<file path="config.mk">
export PLATFORM = sky130hd
export DESIGN_NAME = cnt_seq_ctrl
export DESIGN_NICKNAME = d
export VERILOG_FILES = /design/src/rtl/cnt_seq_pkg.sv /design/src/rtl/cnt_seq_ctrl_rst_ena_dly.sv /design/src/rtl/cnt_seq_ctrl.sv
export SDC_FILE = /design/constraint.sdc
export NUM_CORES = 1
export LEC_CHECK = 0
export BUFFER_PORTS_ARGS = -buffer_cell sky130_fd_sc_hd__buf_4
export CAP_MARGIN = 15
export CORE_UTILIZATION = 51
export CTS_CLUSTER_SIZE = 40
export DETAILED_ROUTE_END_ITERATION = 7
export PLACE_DENSITY = 0.84
export SLEW_MARGIN = 5
export SYNTH_ARGS = -nofsm -noshare
export SYNTH_HDL_FRONTEND = slang
export SYNTH_SLANG_ARGS = --single-unit
</file>
<file path="constraint.sdc">
create_clock -name clk -period 4.7 [get_ports clk]
set_input_delay 0.47 -clock clk [delete_from_list [all_inputs] [get_ports clk]]
set_output_delay 0.47 -clock clk [all_outputs]
set_load 0.01 [all_outputs]
</file>
<file path="src/rtl/cnt_seq_pkg.sv">
// ----------------------------------------------------------------------------
// cnt_seq_pkg
//   Shared definitions for the counter command sequencer:
//     - command op encodings carried on cmd_op
//     - FSM state encoding, also visible on the dbg_state port
//     - default counter width
// ----------------------------------------------------------------------------
package cnt_seq_pkg;

    // Default width of the controlled counter (a 74193-style nibble counter).
    localparam int CNT_W_DEF = 4;

    // Command op encodings.
    localparam logic [1:0] OP_LOAD = 2'b00;
    localparam logic [1:0] OP_UP   = 2'b01;
    localparam logic [1:0] OP_DOWN = 2'b10;
    localparam logic [1:0] OP_NOP  = 2'b11;

    // FSM state encoding.
    localparam int         ST_W      = 3;
    localparam logic [2:0] ST_WARMUP = 3'd0;
    localparam logic [2:0] ST_IDLE   = 3'd1;
    localparam logic [2:0] ST_LOAD   = 3'd2;
    localparam logic [2:0] ST_RUN    = 3'd3;
    localparam logic [2:0] ST_SETTLE = 3'd4;

endpackage : cnt_seq_pkg

</file>
<file path="src/rtl/cnt_seq_ctrl_rst_ena_dly.sv">
// ----------------------------------------------------------------------------
// rst_ena_dly
//   Post-reset enable delay. A DEPTH-deep shift register that is cleared by
//   the asynchronous reset and shifts in a 1 every clock afterwards. ena_o
//   rises DEPTH clocks after reset release and stays high until the next
//   reset.
//
//   Ports:
//     clk_i  in   clock, rising edge
//     rst_ni in   asynchronous active-low reset
//     ena_o  out  high once DEPTH clocks have elapsed since reset release
// ----------------------------------------------------------------------------
module rst_ena_dly #(
    parameter int DEPTH = 3
) (
    input  logic clk_i,
    input  logic rst_ni,
    output logic ena_o
);

    logic [DEPTH-1:0] sr_q;
    logic [DEPTH-1:0] sr_d;

    // Shift toward the MSB with a constant 1 entering at bit 0; written as a
    // shift-or so that DEPTH=1 needs no special case.
    assign sr_d = (sr_q << 1) | DEPTH'(1);

    always_ff @(posedge clk_i or negedge rst_ni) begin
        if (!rst_ni) begin
            sr_q <= '0;
        end else begin
            sr_q <= sr_d;
        end
    end

    assign ena_o = sr_q[DEPTH-1];

endmodule : rst_ena_dly

</file>
<file path="src/rtl/cnt_seq_ctrl.sv">
// ----------------------------------------------------------------------------
// cnt_seq_ctrl
//   Command-driven sequencer for one 74193-style counter (load/inc/dec
//   strobes in, count out, one-cycle update latency). A host issues LOAD,
//   UP-by-N or DOWN-by-N commands; the controller drives the counter strobes
//   for exactly the required number of cycles, waits one settle cycle, then
//   reports the final count, a wrap flag and an abort flag with a one-cycle
//   done pulse.
//
//   Command handshake: a command transfers on a rising clock edge where
//   cmd_valid and cmd_ready are both high. cmd_ready is high only in IDLE.
//   A host that raises cmd_valid while cmd_ready is low must hold cmd_op and
//   cmd_arg stable until the transfer edge; nothing is queued.
//
//   Ports:
//     clk, reset_n        clock (rising edge), async active-low reset
//     cmd_valid/ready     command handshake
//     cmd_op, cmd_arg     op (LOAD/UP/DOWN/NOP) and load value / step count
//     abort               ends an UP/DOWN after the current strobe
//     load_en, din        counter parallel-load strobe and data
//     inc_en, dec_en      counter count strobes
//     cnt_in              counter output
//     busy                command in progress
//     done                one-cycle completion pulse
//     done_cnt            counter value at completion (held)
//     done_wrap           completed UP/DOWN crossed the counter range (held)
//     done_abort          completed command was aborted (held)
//     dbg_state           current FSM state
//
//   All outputs are registered. Timing from the accept edge A (cycle A+n is
//   the cycle following the n-th edge after A's cycle begins):
//     LOAD          : load_en in A+1, SETTLE A+2, done A+3
//     UP/DOWN N>=1  : strobes A+1..A+N, SETTLE A+N+1, done A+N+2
//     UP/DOWN N=0   : SETTLE A+1, done A+2
// ----------------------------------------------------------------------------
module cnt_seq_ctrl
    import cnt_seq_pkg::*;
#(
    parameter int CNT_W   = CNT_W_DEF,
    parameter int ENA_DLY = 3
) (
    input  logic             clk,
    input  logic             reset_n,
    input  logic             cmd_valid,
    output logic             cmd_ready,
    input  logic [1:0]       cmd_op,
    input  logic [CNT_W-1:0] cmd_arg,
    input  logic             abort,
    output logic             load_en,
    output logic [CNT_W-1:0] din,
    output logic             inc_en,
    output logic             dec_en,
    input  logic [CNT_W-1:0] cnt_in,
    output logic             busy,
    output logic             done,
    output logic [CNT_W-1:0] done_cnt,
    output logic             done_wrap,
    output logic             done_abort,
    output logic [ST_W-1:0]  dbg_state
);

    // ------------------------------------------------------------------
    // Warm-up enable
    // ------------------------------------------------------------------
    logic ena;

    rst_ena_dly #(
        .DEPTH (ENA_DLY)
    ) u_rst_ena_dly (
        .clk_i  (clk),
        .rst_ni (reset_n),
        .ena_o  (ena)
    );

    // ------------------------------------------------------------------
    // State and command context
    // ------------------------------------------------------------------
    logic [ST_W-1:0]  state_q,   state_d;
    logic [1:0]       op_q,      op_d;
    logic [CNT_W-1:0] arg_q,     arg_d;
    logic [CNT_W-1:0] start_q,   start_d;
    // Number of strobes issued so far for the current UP/DOWN.
    logic [CNT_W-1:0] steps_q,   steps_d;
    logic             abort_q,   abort_d;

    // Registered outputs
    logic             cmd_ready_q,  cmd_ready_d;
    logic             load_en_q,    load_en_d;
    logic [CNT_W-1:0] din_q,        din_d;
    logic             inc_en_q,     inc_en_d;
    logic             dec_en_q,     dec_en_d;
    logic             busy_q,       busy_d;
    logic             done_q,       done_d;
    logic [CNT_W-1:0] done_cnt_q,   done_cnt_d;
    logic             done_wrap_q,  done_wrap_d;
    logic             done_abort_q, done_abort_d;

    logic             accept;
    logic [CNT_W-1:0] issued;
    logic [CNT_W:0]   up_sum;
    logic             wrap_up;
    logic             wrap_dn;

    assign accept = cmd_valid & cmd_ready_q;

    // Strobe count including the one ending at this edge.
    assign issued = steps_q + CNT_W'(1);

    // Wrap is judged from the start value and the strobes actually issued,
    // so an aborted run reports only what really happened to the counter.
    // UP wraps when the CNT_W+1-bit sum carries out; DOWN wraps when more
    // decrements were issued than the start value.
    assign up_sum  = {1'b0, start_q} + {1'b0, steps_q};
    assign wrap_up = up_sum[CNT_W];
    assign wrap_dn = (steps_q > start_q);

    // ------------------------------------------------------------------
    // Next-state logic
    // ------------------------------------------------------------------
    always_comb begin
        state_d      = state_q;
        op_d         = op_q;
        arg_d        = arg_q;
        start_d      = start_q;
        steps_d      = steps_q;
        abort_d      = abort_q;
        load_en_d    = 1'b0;
        din_d        = din_q;
        inc_en_d     = 1'b0;
        dec_en_d     = 1'b0;
        done_d       = 1'b0;
        done_cnt_d   = done_cnt_q;
        done_wrap_d  = done_wrap_q;
        done_abort_d = done_abort_q;

        case (state_q)
            ST_WARMUP: begin
                if (ena) begin
                    state_d = ST_IDLE;
                end
            end

            ST_IDLE: begin
                if (accept) begin
                    op_d    = cmd_op;
                    arg_d   = cmd_arg;
                    start_d = cnt_in;
                    steps_d = '0;
                    abort_d = 1'b0;
                    case (cmd_op)
                        OP_LOAD: begin
                            state_d   = ST_LOAD;
                            load_en_d = 1'b1;
                            din_d     = cmd_arg;
                        end
                        OP_UP, OP_DOWN: begin
                            if (cmd_arg == '0) begin
                                // Zero-step move: nothing to strobe.
                                state_d = ST_SETTLE;
                            end else begin
                                state_d  = ST_RUN;
                                inc_en_d = (cmd_op == OP_UP);
                                dec_en_d = (cmd_op == OP_DOWN);
                            end
                        end
                        OP_NOP: begin
                            state_d = ST_IDLE;
                        end
                        default: begin
                            state_d = ST_IDLE;
                        end
                    endcase
                end
            end

            ST_LOAD: begin
                state_d = ST_SETTLE;
            end

            ST_RUN: begin
                // The step counter alone decides termination; cnt_in is
                // never consulted, so a wrapping counter cannot stall us.
                steps_d = issued;
                if ((issued == arg_q) || abort) begin
                    state_d = ST_SETTLE;
                    abort_d = abort;
                end else begin
                    inc_en_d = (op_q == OP_UP);
                    dec_en_d = (op_q == OP_DOWN);
                end
            end

            ST_SETTLE: begin
                // The last strobe has been absorbed by the counter, so
                // cnt_in is final here.
                state_d      = ST_IDLE;
                done_d       = 1'b1;
                done_cnt_d   = cnt_in;
                done_abort_d = abort_q;
                case (op_q)
                    OP_UP:   done_wrap_d = wrap_up;
                    OP_DOWN: done_wrap_d = wrap_dn;
                    default: done_wrap_d = 1'b0;
                endcase
            end

            default: begin
                state_d = ST_WARMUP;
            end
        endcase

        cmd_ready_d = (state_d == ST_IDLE);
        busy_d      = (state_d == ST_LOAD) || (state_d == ST_RUN) ||
                      (state_d == ST_SETTLE);
    end

    // ------------------------------------------------------------------
    // Registers
    // ------------------------------------------------------------------
    always_ff @(posedge clk or negedge reset_n) begin
        if (!reset_n) begin
            state_q      <= ST_WARMUP;
            op_q         <= OP_NOP;
            arg_q        <= '0;
            start_q      <= '0;
            steps_q      <= '0;
            abort_q      <= 1'b0;
            cmd_ready_q  <= 1'b0;
            load_en_q    <= 1'b0;
            din_q        <= '0;
            inc_en_q     <= 1'b0;
            dec_en_q     <= 1'b0;
            busy_q       <= 1'b0;
            done_q       <= 1'b0;
            done_cnt_q   <= '0;
            done_wrap_q  <= 1'b0;
            done_abort_q <= 1'b0;
        end else begin
            state_q      <= state_d;
            op_q         <= op_d;
            arg_q        <= arg_d;
            start_q      <= start_d;
            steps_q      <= steps_d;
            abort_q      <= abort_d;
            cmd_ready_q  <= cmd_ready_d;
            load_en_q    <= load_en_d;
            din_q        <= din_d;
            inc_en_q     <= inc_en_d;
            dec_en_q     <= dec_en_d;
            busy_q       <= busy_d;
            done_q       <= done_d;
            done_cnt_q   <= done_cnt_d;
            done_wrap_q  <= done_wrap_d;
            done_abort_q <= done_abort_d;
        end
    end

    // ------------------------------------------------------------------
    // Outputs
    // ------------------------------------------------------------------
    assign cmd_ready  = cmd_ready_q;
    assign load_en    = load_en_q;
    assign din        = din_q;
    assign inc_en     = inc_en_q;
    assign dec_en     = dec_en_q;
    assign busy       = busy_q;
    assign done       = done_q;
    assign done_cnt   = done_cnt_q;
    assign done_wrap  = done_wrap_q;
    assign done_abort = done_abort_q;
    assign dbg_state  = state_q;

endmodule : cnt_seq_ctrl

</file>
# After elaboration in Yosys (flattened, before gate mapping)

Index checks and enable logic that the tools add are counted.

Flip-flop bits (word level): 37
Word-level logic and storage cells: 75
Bits of input ports: 14
Output and inout port bits: 19

Magnitude comparators: 1
Mux-type cells: 26
Bitwise gates (word level): 1
$add $sub $neg: 2
Equal/unequal tests: 16
Reduce and logical (&&, ||, !) cells: 12

Operators by type and width:

| cell                                          | number |
|---|---|
| case mux 3 bit (5 select lines)               | 1 |
| 2-to-1 mux 1 bit                              | 14 |
| == test 3 x 2 -> 1 bit, second input constant | 4 |
| 2-to-1 mux 3 bit                              | 4 |
| case mux 3 bit (3 select lines)               | 1 |
| case mux 1 bit (2 select lines)               | 4 |
| case mux 4 bit (2 select lines)               | 1 |
| == test 2 bit, second input constant          | 3 |
| == test 3 x 1 -> 1 bit, second input constant | 2 |
| == test 3 bit, second input constant          | 2 |
| AND reduction 3 bit                           | 2 |
| adder 4 x 4 -> 5 bit                          | 1 |
| adder 4 x 1 -> 4 bit, second input constant   | 1 |
| == test 2 x 1 -> 1 bit, second input constant | 2 |
| == test 4 bit                                 | 1 |
| > comparator 4 bit                            | 1 |
| zero test 4 bit                               | 1 |
| 2-to-1 mux 4 bit                              | 1 |
| inequality test 2 bit, second input constant  | 2 |
| AND reduction 2 bit                           | 2 |
| zero test 3 bit                               | 1 |
| logical OR 1 bit                              | 3 |
| zero test 2 bit                               | 1 |
| nonzero test 2 bit                            | 1 |
| other kinds (2)                               | 2 |

# Longest topological paths before layout

Gate-level depths: netlist (run 1).

Depth in word-level cells: 8
Mapped depth: 7
Gate-level depth less buffers: 7

# By module

From an unflattened synthesis (run 1), not the netlist that was laid out.

Cell total of the unflattened synthesis: 162
Area, all modules: 1,831.8 um^2

By module, submodules not included:

| module       | seq. area each (um^2) | area an instance (um^2) | cells an instance | times used |
|---|---|---|---|---|
| cnt_seq_ctrl | 853.3                 | 1,752.9                 | 158               | 1 |
| rst_ena_dly  | 75.1                  | 78.8                    | 4                 | 1 |

# Worst setup path after synthesis (run 1)

No wires, ideal clock.

Path kind: register to register
Start point: register steps_q[0]
End point: register abort_q
Arrival time: 1,597 ps
Stages on the path, launching flop included: 6
Required time: 4,578 ps
Clock period less this slack: 1,719 ps
Setup time: 122 ps
Setup slack: 2,981 ps
Buffers on the path: 0
Cell sequence: dfrtp_1 > ha_1 > xor2_1 > nor4_2 > nand2_1 > a32o_1

Longest elaborated chain between the ends: 5

Ends and longest elaborated chain:

| element                         | line                | RTL |
|---|---|---|
| start: declaration              | cnt_seq_ctrl.sv:83  | `logic [CNT_W-1:0] steps_q, steps_d;` |
| start signal: assignment        | cnt_seq_ctrl.sv:243 | `steps_q <= steps_d;` |
| adder 4 x 1 -> 4 bit            | cnt_seq_ctrl.sv:107 | `assign issued = steps_q + CNT_W'(1);` |
| == test 4 bit                   | cnt_seq_ctrl.sv:184 | `if ((issued == arg_q) \|\| abort) begin` |
| logical OR 1 bit                | cnt_seq_ctrl.sv:184 |  |
| inequality test 2 bit (no line) | n/a                 |  |
| AND reduction 3 bit (no line)   | n/a                 |  |
| end signal: assignment          | cnt_seq_ctrl.sv:244 | `abort_q <= abort_d;` |
| end: declaration                | cnt_seq_ctrl.sv:84  | `logic abort_q, abort_d;` |

No other way between the ends.
A chain may end at the register's enable or synchronous reset.

# Worst setup path after layout (run 1)

Start point: register state_q[2], in the netlist dbg_state[2]
End point: register din_q[2], in the netlist din[2]

Longest elaborated chain between the ends: 2

Ends and longest elaborated chain:

| element                       | line                | RTL |
|---|---|---|
| start: declaration            | cnt_seq_ctrl.sv:78  | `logic [ST_W-1:0] state_q, state_d;` |
| start signal: assignment      | cnt_seq_ctrl.sv:239 | `state_q <= state_d;` |
| == test 3 x 1 -> 1 bit        | cnt_seq_ctrl.sv:136 | `case (state_q)` |
| AND reduction 3 bit (no line) | n/a                 |  |
| end signal: assignment        | cnt_seq_ctrl.sv:247 | `din_q <= din_d;` |
| end: declaration              | cnt_seq_ctrl.sv:89  | `logic [CNT_W-1:0] din_q, din_d;` |

No other way between the ends.

==> metrics.md, run 1 <==
| Metric | Value |
|---|---|
| Outcome | finished, final reports clean |
| HP Class | in2async |
| Async SR Flop Fraction | 100% |
| Detailed Route WL | 3380 um |
| Setup repair bufs after CTS | 0 |
| Initial antenna violation count | 0 |
| CP Data Arrival Time | 2.17 ns |
| Max Fclk | 518 MHz |
| Net Count, Synth | between 200 and 250 |
| Worst-margin pin slew | between 0.6 and 0.7 ns |
| Post-Synth XOR/XNOR Area | 3.79% |
| CTS Buffer Depth | 2 |
| Final nets | 241 |
| Netlist cell types | 38 |
| Power per cell area | 597 nW/um^2 |
| Setup CP Type | reg2reg |
| Synth Area in Adders | 10.3% |
| Worst Skew | 0.0118 ns |
| Fin Setup TNS | 0 ns |
| DP HPWL | approximately 2500 um |
| Critical path required time | 4.93 ns |
| Syn Inst Count | 176 |
| Main combinational cell family by area after synthesis | simple AND/OR/NAND/NOR gates |
| Mean Syn Cell Area | 10.3 sq um |
| CTS sink cnt | 37 |
| Element type at the critical path end | flip-flop |
| Grt met3 use | roughly 5.9% |
| Primary FF master, synth | dfrtp_1 |
| Met1 Usage GRT | 27.2% |
| Ratio of cells with drive above 1 in the final layout | about 23% |
| Vias in the first global route | 1207 |
| Post-Syn Area | ~1800 sq um |
| Top post-synthesis cells by area | dfrtp_1 48%, ha_1 10%, nand2_1 8.9%, o21ai_0 3.9%, mux2_1 3.1% |
| CTS resizes | 0 |
| CORE AREA | 3360 sq um |
| GR peak layer | met2 |
| Starting Density | 54.0% |
| Routed WL per cell | 13.1 um |
| Total track usage | 20.6% |
| Die Y | 61.7 um |
| Design area | 2180 sq um |
| Tmin final | 1.93 ns |
| CTS clock-pin slew for the worst setup and hold paths | 0.11 ns |
| DRC Markers | 0 |
| Vias per cell | between 5 and 6 |
| Placed cell areas | between 2000 and 2500 sq um |
| Synth Area in Compound Gates | approximately an eighth |
| DIE WIDTH | 61.7 um |
| CTS tree | done |
| Syn-to-layout area delta | 20.2% |
| Antenna cells | 0 |
| VDD IR-drop max | 350 uV |
| CP Buf/Inv Count | 0 |
| Number of synthesized flops with an enable pin | 0 |
| Hold-fix buffers, CTS | 0 |
| Seq/Total Area, Yosys | 51.1% |
| Synth warn | 0 |
| Delay-heaviest family, CP | simple AND/OR/NAND/NOR gates |
| Largest area contributor in the netlist | dfrtp_1 |
| CP startpoint kind | flip-flop |
| Clk Tree Root Cell | clkbuf_4 |
| First-pass GRT wire length | 5400 um |
| CP peak stage delay | 0.51 ns |
| Critical-path maximum fanout | 19 |
| Most frequent cell after synthesis | nand2_1 |
| DRT antenna net count | 0 |
| Cell row count | 21 |
| Commonest cells in the netlist | 43 x nand2_1, 35 x dfrtp_1, 15 x ha_1 |
| DR vias | 1333 |
| Fin. max-slew vios | 0 |
| Worst path slowest cell | nor3_4 |
| TritonRoute pass-1 iters | 4 |
| Largest net degree at the start of global routing | 38 |
| Total die area | 3810 sq um |
| DR iter-0 viols | 45 |
| Headroom to the max-slew limit | between 50% and 60% |
| Clk_lat worst skew | 0.34 ns |
| Routability Congestion | ~0.83 |
| Yosys top cell area share | 48.2% |
| Mux cell area share after synthesis | slightly above 3% |
| Setup Viol. Count Final | 0 |
| RSZ-0062 raised after global routing | false |
| Number of synthesized register bits | 37 |
| Port bufs | 32 |
| Max-cap violations | 0 |
| Worst-path cell chain | nand2b_4 > nor3_4 > and2_1 > mux2_1 |
| Hold Fails Final Rpt | 0 |
| Lkg Pwr | 1.11 nW |
| # IOs | 33 |
| Aggregate global routing overflow | 0 |
| Simple-gate area share of the yosys netlist | 16.0% |
| CTS H-tree lvls | 2 |
| Num CTS Buffers | 5 |
| M2 GR Usage | 30.4% |
| Final period utilization | 41.1% |
## sequential cells by signal, indices dropped and copies added (netlist names), 2 cells and up
register,cells
arg_q,4
dbg_state,3
din,4
done_cnt,4
op_q,2
start_q,4
steps_q,4
u_rst_ena_dly.sr_q,3
## path summary, 6_finish.rpt
check	startpoint	end	slack, ns	cells after the start
worst max-delay path	dbg_state[2]$_DFF_PN0_	din[2]$_DFFE_PN0P_	2.77	4
worst min-delay path	reset_n	start_q[3]$_DFFE_PN0P_	0.06	1
worst max register to register	dbg_state[2]$_DFF_PN0_	din[2]$_DFFE_PN0P_	2.77	4
worst min register to register	u_rst_ena_dly.sr_q[1]$_DFF_PN0_	u_rst_ena_dly.sr_q[2]$_DFF_PN0_	0.36	0
max in group asynchronous	reset_n	op_q[0]$_DFFE_PN1P_	4.29	1
min in group clk	cnt_in[1]	done_cnt[1]$_DFFE_PN0P_	0.31	3
## metrics by stage
stage / util (%) / instances / power, mW / hold WS [ns] / worst slack (ns)
CTS: 64.9 / 259 / 1.31 / 0.0603 / 2.77
floorplan: - / 176 / 0.883 / 0.174 / 2.98
global route: 64.9 / 259 / 1.41 / 0.0739 / 2.66
finish: 64.9 / 259 / 1.30 / 0.0608 / 2.77
global placement: 62.4 / 251 / 1.06 / 0.334 / 2.72
detailed placement: 62.4 / 251 / 1.08 / 0.340 / 2.67
## layout make-up
cell class                 instances  area, sq um
fill                             284         1180
sequential                        37          928
multi-input combinational        122          820
timing repair buffer              32          240
tap                               46         57.6
clock buffer                       7         55.1
inverter                          14         52.6
clock inverter                     1         30.0
## per-layer routing
layer / vias up / share of wire (%)
met1: 630 / 47
met3: 9 / 4.2
met2: 35 / 47
met4: 0 / 2.0
li1: 659 / -
met5: - / 0
## logic make-up after synthesis
logic type	count (synthesis)
adders and majority gates	15
xor gates and xnor gates	7
and+or+nand+nor	62
buffers and inverters	17
muxes	5
other	1
DFF	37
AOI/OAI and AO/OA	32
## where the power goes
group	switching, mW	leakage, nW	internal, mW
Combinational	0.283	0.596	0.246
Clock	0.104	0.0455	0.127
Sequential	0.0987	0.467	0.444
Total	0.487	1.11	0.817
## cells in the final DEF (no fill, tap or decap), types with 2 or more instances in the layout
master | synthesis | routed
nand2_1 | 43 | 43
a32o_1 | 3 | 3
a21oi_1 | 4 | 4
dfrtp_1 | 35 | 35
buf_4 | 1 | 32
nand2b_1 | 2 | 2
clkbuf_4 | 0 | 5
xnor2_1 | 3 | 3
o21ai_1 | 2 | 2
nor2_1 | 6 | 6
o21ai_0 | 14 | 14
inv_1 | 14 | 14
o31ai_1 | 2 | 2
ha_1 | 15 | 15
xor2_1 | 3 | 3
mux2_1 | 5 | 5
dfstp_2 | 2 | 2
(Power assumes the default switching activity.)
==> inputs of run 2 (changes only) <==
Settings changed: CORE_UTILIZATION 51 to 49.
Clock period 4.7 ns to 1.65 ns, I/O delays scaled along.
==> run 2 against run 1 <==
Net effect:
- the flow now finishes with violations (setup timing)
- core utilization up 5.9 points
- die area up 3.9%
- clock power rose to 3.5 times the previous value
- critical path type unchanged
- final cell count up 6.2%
- count of clock-buffer cells in the layout unchanged
- sequential power rose to 2.8 times the previous value
- sequential share of layout area down 4.4 points
- via count up 8.3%
- hold slack better by 0.012 ns
- final area up 12%
- critical path depth up 3
==> metrics.md, run 2 (synthesis results as in run 1) <==
| Metric | Value |
|---|---|
| Outcome | finished with violations |
| Failing checks | setup timing |
| CTS H-tree lvls | 2 |
| First-pass GRT wire length | around 6600 um |
| VDD IR-drop max | 860 uV |
| CP startpoint kind | flip-flop |
| CORE AREA | 3440 sq um |
| DR top layer | met4 |
| CP Data Arrival Time | 1.86 ns |
| CP Buf/Inv Count | 2 |
| Pre-CTS setup slack | -0.0204 ns |
| Starting Density | 52.8% |
| DR vias | 1443 |
| Port bufs | 32 |
| Met1 WL | between 1500 and 2000 um |
| Syn-to-layout area delta | 34.2% |
| Vias per cell | between 5 and 6 |
| Commonest non-fill, non-tap cell in the layout | buf_4 |
| DP HPWL | 2800 um |
| Num CTS Buffers | 5 |
| Aggregate global routing overflow | 0 |
| Antenna cells | 0 |
| Max-cap violations | 0 |
| Critical-path maximum fanout | 4 |
| DRC Markers | 0 |
| Setup Viol. Count Final | 3 |
| Met2 routed WL | 2070 um |
| Final nets | 257 |
| Final Util | 70.8% |
| Multi-input logic area | a little over 900 sq um |
| Placed cell areas | 2180 sq um |
| Delay-heaviest family, CP | simple AND/OR/NAND/NOR gates |
| Total die area | slightly below 4000 sq um |
| Die Y | approximately 63 um |
| Clk_lat worst skew | 0.30 ns |
| Ratio of cells with drive above 1 in the final layout | between 30% and 40% |
| Worst Skew | 0.0110 ns |
| Routability Congestion | 0.912 |
| CP peak stage delay | around 0.42 ns |
| Cell row count | 21 |
| CTS Buffer Depth | 2 |
| Final period utilization | 102% |
| Design area | 2440 sq um |
| CTS sink cnt | 37 |
| Power per cell area | 1800 nW/um^2 |
| Clk Tree Root Cell | clkbuf_8 |
| Fin. max-slew vios | 0 |
| Detailed Route WL | 4110 um |
| CTS tree | done |
| RSZ-0062 raised after global routing | true |
| Max Fclk | 595 MHz |
| Element type at the critical path end | flip-flop |
| Total Power | 4.39 mW |
| Most frequent cells in the layout | 44 x buf_4, 42 x nand2_1, 34 x dfrtp_1 |
| DR iter-0 viols | 69 |
| Setup ws final | -0.0311 ns |
| Hold Fails Final Rpt | 0 |
| CTS clock-pin slew for the worst setup and hold paths | 0.08 ns |
| # IOs | 33 |
| FF+latch area | 930 sq um |
| Vias in the first global route | 1423 |
| Largest net degree at the start of global routing | 38 |
| Lkg Pwr | 1.22 nW |
| Setup CP Type | reg2reg |
| DIE WIDTH | 62.9 um |
| TritonRoute pass-1 iters | 4 |
| Worst path slowest cell | dfrtp_1 |
| Tmin final | between 1.5 and 2 ns |
| Met3 wire len | 178 um |
| Routed WL per cell | about 15 um |
| Total track usage | 22.0% |
| Critical path required time | 1.83 ns |
| FILL cells | 241 |
| DRT antenna net count | 0 |
| Worst-path cell chain | buf_6 > nand3_4 > xnor2_2 > nor4_2 > buf_4 > nor3_4 > a32o_1 |
| Initial antenna violation count | 0 |
| HP Class | in2reg |
## run 2: cell count changes in the layout (fill, tap and decap cells not counted), moves of 3 or more
cell	before	now
buf_4	32	44
buf_6	0	3
clkbuf_4	5	0
clkbuf_8	1	6
ha_1	15	12
ha_4	0	3
## run 2: layout make-up
type,instances,area share (%)
clock buffer,7,3.54
clock inverter,1,1.23
inverter,14,2.15
multi-input combinational,122,37.2
sequential,37,38.1
tap,46,2.36
timing repair buffer,48,15.3
## run 2: per-layer routing
layer	GRT usage, %	vias up
li1	-	692
met4	8.72	0
met3	5.47	7
met1	28.0	700
met5	0	-
met2	35.6	44
## run 2: metrics by stage
step / setup TNS, ns / instances / hold slack, ns
5_1_grt: -0.583 / 275 / 0.0926
4_1_cts: 0 / 271 / 0.0671
3_5_place_dp: -0.0204 / 261 / 0.148
2_1_floorplan: 0 / 176 / -0.131
3_3_place_gp: 0 / 261 / 0.150
6_report: -0.0597 / 275 / 0.0732
## run 2: worst reg2reg max path, delay by kind of cell (launching register included)
family | cells | cell delay, ns
flops | 1 | 0.42
simple gates | 3 | 0.44
compound gates | 1 | 0.21
buf+inv | 2 | 0.34
xor+xnor | 1 | 0.15
## run 2: final timing paths
check | start | endpoint | slack (ns) | cells past startpoint
worst max-delay path | steps_q[1]$_DFFE_PN0P_ | inc_en$_DFF_PN0_ | -0.03 | 7
worst min-delay path | cnt_in[1] | done_cnt[1]$_DFFE_PN0P_ | 0.07 | 3
worst max register to register | steps_q[1]$_DFFE_PN0P_ | inc_en$_DFF_PN0_ | -0.03 | 7
worst min register to register | u_rst_ena_dly.sr_q[1]$_DFF_PN0_ | u_rst_ena_dly.sr_q[2]$_DFF_PN0_ | 0.36 | 0
max in group asynchronous | reset_n | op_q[0]$_DFFE_PN1P_ | 0.93 | 2
min in group asynchronous | reset_n | start_q[2]$_DFFE_PN0P_ | 0.36 | 2
## run 2: power breakdown
group | total (mW) | switching (mW) | internal (mW) | leakage [nW]
clock | 0.815 | 0.323 | 0.493 | 0.0585
combinational | 2.04 | 1.06 | 0.984 | 0.693
sequential | 1.53 | 0.264 | 1.27 | 0.465
total | 4.39 | 1.64 | 2.75 | 1.22
## run 2: repair_timing
| action | in CTS | in global routing |
|---|---|---|
| pin swaps | 3 | 5 |
| gates resized for setup | 3 | 16 |
| setup endpoints to repair | 1 | 7 |
| buffers inserted | 1 | 4 |
| endpoints found under the hold margin | 35 | 0 |
| hold buffers | 1 | 0 |
